`config.mk`:
```
export PLATFORM = sky130hd
export DESIGN_NAME = fc_act_loader
export DESIGN_NICKNAME = d
export VERILOG_FILES = /design/src/rtl/fc_act_loader.sv
export SDC_FILE = /design/constraint.sdc
export NUM_CORES = 1
export LEC_CHECK = 0
export BUFFER_PORTS_ARGS = -buffer_cell sky130_fd_sc_hd__buf_2
export CAP_MARGIN = 25
export CELL_PAD_IN_SITES_DETAIL_PLACEMENT = 0
export CELL_PAD_IN_SITES_GLOBAL_PLACEMENT = 1
export CORE_AREA = 2 2 414 416
export CTS_CLUSTER_SIZE = 40
export DETAILED_ROUTE_END_ITERATION = 6
export DIE_AREA = 0 0 416 418
export HOLD_SLACK_MARGIN = 0.1
export PLACE_DENSITY_LB_ADDON = 0.15
export SETUP_SLACK_MARGIN = 0.4
export SYNTH_ARGS = -nofsm -noshare
export SYNTH_HDL_FRONTEND = slang
export SYNTH_SLANG_ARGS = --single-unit
```
`constraint.sdc`:
```
create_clock -name clk -period 1.9 [get_ports clk]
set_input_delay 0.095 -clock clk [delete_from_list [all_inputs] [get_ports clk]]
set_output_delay 0.095 -clock clk [all_outputs]
set_load 0.01 [all_outputs]
```
`src/rtl/fc_act_loader.sv`:
```
// ============================================================================
// fc_act_loader : streams WIDTH-bit activations into a parallel IN-entry vector
// Rev 1.0 - initial release
// ============================================================================
`default_nettype none

module fc_act_loader #(
    parameter int WIDTH = 8,
    parameter int IN    = 128
) (
    input  logic             clk,
    input  logic             rst_n,
    input  logic             s_valid,
    output logic             s_ready,
    input  logic [WIDTH-1:0] s_data,
    input  logic             s_last,
    output logic [WIDTH-1:0] x [0:IN-1],
    output logic             x_valid,
    input  logic             x_ready,
    output logic             err_len,
    output logic [15:0]      frame_cnt
);

    localparam int              IDXW     = (IN > 1) ? $clog2(IN) : 1;
    localparam logic [IDXW-1:0] LAST_IDX = IDXW'(IN - 1);

    typedef enum logic {
        FILL = 1'b0,
        FULL = 1'b1
    } state_t;

    state_t          state;
    state_t          state_nx;
    logic [IDXW-1:0] idx;
    logic [IDXW-1:0] idx_nx;
    logic            accept;
    logic            wr_en;
    logic            err_nx;
    logic            handoff;

    // s_ready is registered and only ever high in FILL
    assign accept = s_valid & s_ready & (state == FILL);

    always_ff @(posedge clk or negedge rst_n) begin
        if (!rst_n) begin
            state <= FILL;
            idx   <= '0;
        end else begin
            state <= state_nx;
            idx   <= idx_nx;
        end
    end

    always_comb begin
        state_nx = state;
        idx_nx   = idx;
        wr_en    = 1'b0;
        err_nx   = 1'b0;
        handoff  = 1'b0;
        if (state == FILL) begin
            if (accept) begin
                wr_en = 1'b1;
                if (idx == LAST_IDX) begin
                    // a full-length frame is delivered even when s_last is missing
                    state_nx = FULL;
                    idx_nx   = '0;
                    err_nx   = ~s_last;
                end else if (s_last) begin
                    idx_nx = '0;
                    err_nx = 1'b1;
                end else begin
                    idx_nx = idx + IDXW'(1);
                end
            end
        end else begin
            if (x_ready) begin
                state_nx = FILL;
                handoff  = 1'b1;
            end
        end
    end

    always_ff @(posedge clk or negedge rst_n) begin
        if (!rst_n) begin
            s_ready   <= 1'b0;
            x_valid   <= 1'b0;
            err_len   <= 1'b0;
            frame_cnt <= '0;
            for (int i = 0; i < IN; i++) begin
                x[i] <= '0;
            end
        end else begin
            s_ready   <= (state_nx == FILL);
            x_valid   <= (state_nx == FULL);
            err_len   <= err_nx;
            frame_cnt <= frame_cnt + 16'(handoff);
            if (wr_en) begin
                x[idx] <= s_data;
            end
        end
    end

endmodule

`default_nettype wire

```
==> out/summary.log <==
qor: layout.post-route-util 35.3%
qor: clock_tree.cts_inserted_buffers 132
qor: drt.dr.pass1.iters 4
qor: clock_tree.cts_max_path_buffers 3
qor: timing.fin_ws -0.157 ns
qor: placed_design.global_placement_routability_congestion 0.765
qor: global_route.grt.met3_usage 4.89%
qor: worst_setup_path.critical_path_required 2.55 ns
qor: power.cellLeakagePower 32.7 nW
qor: layout.final-instance-count-excl-fill 6,159
qor: timing.grt_setup_unrepaired yes
qor: yosys.synthMuxAreaShare 29.0%
qor: worst_setup_path.crit_fanout 8
qor: global_route.grt.met2_usage 33.9%
qor: yosys.syn_area_per_cell 16.6 sq um
qor: drt.initialDrtViolationCount 1,122
qor: job.max_cap_violations 0
qor: yosys.synth_top_family_by_area multiplexers
qor: floorplanning.fp.dieH 418 um
qor: worst_setup_path.critical_path.startpoint_type flip-flop
qor: yosys.synth_top_area_share 64.2%
qor: worst_setup_path.setup.worst_path.class reg -> reg
qor: global_route.grt_overflow_total 0
qor: clock_tree.clock_sink_total 1,050
qor: timing.max_clock_freq 486 MHz
qor: timing.tightestPinTransition 1.10 ns
qor: timing.fin_tns_setup -48.86 ns
qor: floorplanning.fp-row-count 151
qor: floorplanning.placeableCoreArea 169,000 sq um
qor: yosys.synth_fp_nets 2,486
qor: status.violations_in_the_final_reports setup timing
qor: timing.finalSetupViolCount 766
qor: yosys.yosys.cell_types.count 47
qor: power.finalPower 52.1 mW
qor: placed_design.dp_cells 5,844
qor: status.outcome complete, but fails checks
qor: timing.final_period_minus_worst_setup_slack 2.06 ns
qor: layout.design.final.nets 3,850
qor: drt.via_per_inst 4.33
qor: worst_setup_path.cp.buffers_inverters 3
qor: global_route.global_route.usage.total 19.3%
qor: clock_tree.root_buffer sky130_fd_sc_hd__clkbuf_16
qor: global_route.grt_start_max_net_pins 102
qor: global_route.grtUsageMet1 22.6%
qor: layout.post_route_cells_drive_above_1_share 69.9%
qor: yosys.synth_area_leader_cell sky130_fd_sc_hd__dfrtp_1
qor: worst_setup_path.ff2ff_path_depth 6
qor: layout.fillerInstances 16.5k
qor: yosys.synth-seq-area-share 64.2%
qor: worst_setup_path.crit_cells 6
qor: global_route.globalRoute.busiestLayer met2
qor: yosys.post_synth_fa_ha_maj_area_fraction 0.0918%
qor: clock_tree.htree_num_levels 4
qor: power.peakVddDrop 0.899 mV
qor: global_route.antenna_found_initial 3
qor: drt.drt.antenna.violating_nets 0
qor: min_path.hold_class in -> reg
qor: yosys.synthSimpleGateAreaFrac 4.53%
qor: yosys.yosysWarningCount 0
qor: worst_setup_path.crit_path_max_incr_delay 0.45 ns
qor: floorplanning.fp.dieArea 174,000 sq um
qor: placed_design.preCtsSetupSlack -0.231 ns
qor: floorplanning.die_width 416 um
qor: placed_design.dpl.hpwl 120 mm
qor: yosys.synth_top_cells_by_area sky130_fd_sc_hd__dfrtp_1 64%, sky130_fd_sc_hd__mux2_2 25%, sky130_fd_sc_hd__mux2_4 3.2%
qor: global_route.wire_length_of_the_first_global_routing_pass 237 mm
qor: timing.drv_slew 0
qor: yosys.compound_cell_area_share_of_the_yosys_netlist 0.174%
qor: clock_tree.clk_pin_slew 0.07 ns
qor: timing.hold_viol 0
qor: timing.relSlewSlack 26.4%
qor: layout.area_growth_syn_to_layout 45.9%
qor: drt.drt_drc_violations_left 0
qor: worst_setup_path.timing.critical_path.max_delay_family simple AND/OR/NAND/NOR gates
qor: yosys.synth_seq_cells 1,050
qor: worst_setup_path.critical-path-slowest-cell sky130_fd_sc_hd__or3b_4
qor: power.power.density 873 nW/um^2
qor: worst_setup_path.cp-end-kind flip-flop
qor: timing.final.period_utilization 108%
qor: drt.wl_per_cell 27.9 um
qor: worst_setup_path.critical_path.most_common_cell sky130_fd_sc_hd__buf_6
qor: timing.finClkSkew 0.0389 ns
qor: worst_setup_path.critPathArrivalTime 2.71 ns
qor: worst_setup_path.critical_path.cell_chain buf_6 > buf_6 > or3b_4 > buf_12 > nor2_8 > mux2_2
qor: yosys.synth_xor_area_share 0.364%
qor: drt.via_count 26.7k
qor: clock_tree.insertion_delay 0.79 ns
qor: floorplanning.ios 1,056
qor: yosys.synthesis.area 40,900 sq um
qor: drt.routed_wl 172 mm
qor: global_route.vias_in_the_first_global_route 27.8k
qor: placed_design.numPortBuffers 1,055
qor: floorplanning.start_util 24.2%
qor: yosys.synthCells 2,470
qor: min_path.hold_depth 3
qor: clock_tree.tritoncts built
==> sequential cells by signal, summed over array words and instances, names as in the netlist <==
register,count
s_ready,1
x,1024
idx,7
frame_cnt,16
x_valid,1
err_len,1
==> per-layer routing <==
| metal | vias up | share of wire [%] |
|---|---|---|
| li1 | 11500 | - |
| met4 | 0 | 3.6 |
| met1 | 14300 | 40 |
| met3 | 229 | 5.3 |
| met2 | 707 | 51 |
| met5 | - | 0 |
==> cells in the mapped netlist (all sizes together) <==
| master | count |
|---|---|
| a22oi | 1 |
| a31oi | 1 |
| and2 | 1 |
| and3 | 4 |
| and4 | 2 |
| buf | 24 |
| clkbuf | 117 |
| dfrtp | 1050 |
| ha | 3 |
| inv | 4 |
| mux2 | 1024 |
| nand2 | 84 |
| nand2b | 5 |
| nand3 | 15 |
| nand3b | 1 |
| nand4 | 4 |
| nand4b | 1 |
| nor2 | 82 |
| nor2b | 4 |
| nor3 | 8 |
| nor4 | 2 |
| nor4b | 2 |
| o21a | 1 |
| o21ai | 4 |
| o31ai | 4 |
| or2 | 2 |
| or3 | 1 |
| or3b | 2 |
| xnor2 | 14 |
| xor2 | 3 |
==> area by class of cell <==
class | instances | area (sq um) | area share, %
multi-input combinational | 1275 | 16400 | 27.5
sequential | 1050 | 26300 | 44.0
tap | 2218 | 2780 | 4.65
inverter | 4 | 15.0 | 0.0252
clock buffer | 192 | 3870 | 6.48
antenna | 2 | 5.00 | 0.00838
clock inverter | 47 | 485 | 0.813
timing repair buffer | 1371 | 9840 | 16.5
==> worst min-delay path, delay by kind of cell <==
family / cells / cell delay [ns]
buf+inv: 2 / 0.68
mux: 1 / 0.14
==> path summary, 6_finish.rpt <==
check                                           to  slack, ns                     from
max                             x[975]$_DFFE_PN0P_      -0.16       idx[0]$_DFFE_PN0P_
min                              x[68]$_DFFE_PN0P_       0.18                s_data[4]
max reg2reg                     x[975]$_DFFE_PN0P_      -0.16       idx[0]$_DFFE_PN0P_
min reg2reg                frame_cnt[15]$_DFF_PN0_       0.48  frame_cnt[15]$_DFF_PN0_
max in group asynchronous       x[145]$_DFFE_PN0P_       0.35                    rst_n
min in group asynchronous       x[478]$_DFFE_PN0P_       0.19                    rst_n
==> timing repair <==
action	CTS	global route
endpoints found under the hold margin	1718	0
resized for setup	310	154
gates cloned	3	0
hold buffers	20	0
buffers inserted	33	18
pin swaps	41	15
endpoints found under the setup margin	1631	1728
==> cell families after synthesis <==
| kind of cell | after synthesis |
|---|---|
| compound gates | 11 |
| xor+xnor | 17 |
| fa+ha+maj | 3 |
| buf+inv | 145 |
| flops | 1050 |
| mux | 1024 |
| simple gates | 220 |
==> per-stage QoR <==
stage,hold WS [ns],cell area (sq um)
global placement,0.0595,52500
finish,0.180,59700
global route,0.123,59700
floorplan,-0.201,41800
detailed placement,0.0587,52500
CTS,0.103,58800
==> cell usage in the layout, fill, tap and decap left out, drive strengths merged <==
master       Yosys  final
a22oi            1      1
a31oi            1      1
and2             1      1
and3             4      4
and4             2      2
buf             24   1351
bufinv           0      3
clkbuf         117    192
clkinv           0     29
clkinvlp         0      6
dfrtp         1050   1050
diode            0      2
dlygate4sd3      0     20
ha               3      3
inv              4     13
mux2          1024   1024
nand2           84     84
nand2b           5      5
nand3           15     15
nand3b           1      1
nand4            4      4
nand4b           1      1
nor2            82     82
nor2b            4      4
nor3             8      8
nor4             2      2
nor4b            2      2
o21a             1      1
o21ai            4      4
o31ai            4      4
or2              2      2
or3              1      1
or3b             2      2
xnor2           14     14
xor2             3      3
==> report_power, final <==
part / internal (mW) / switching (mW)
clock: 14.7 / 10.6
sequential: 22.8 / 0.237
combinational: 1.37 / 2.36
Power figures use the tool's default switching activity.
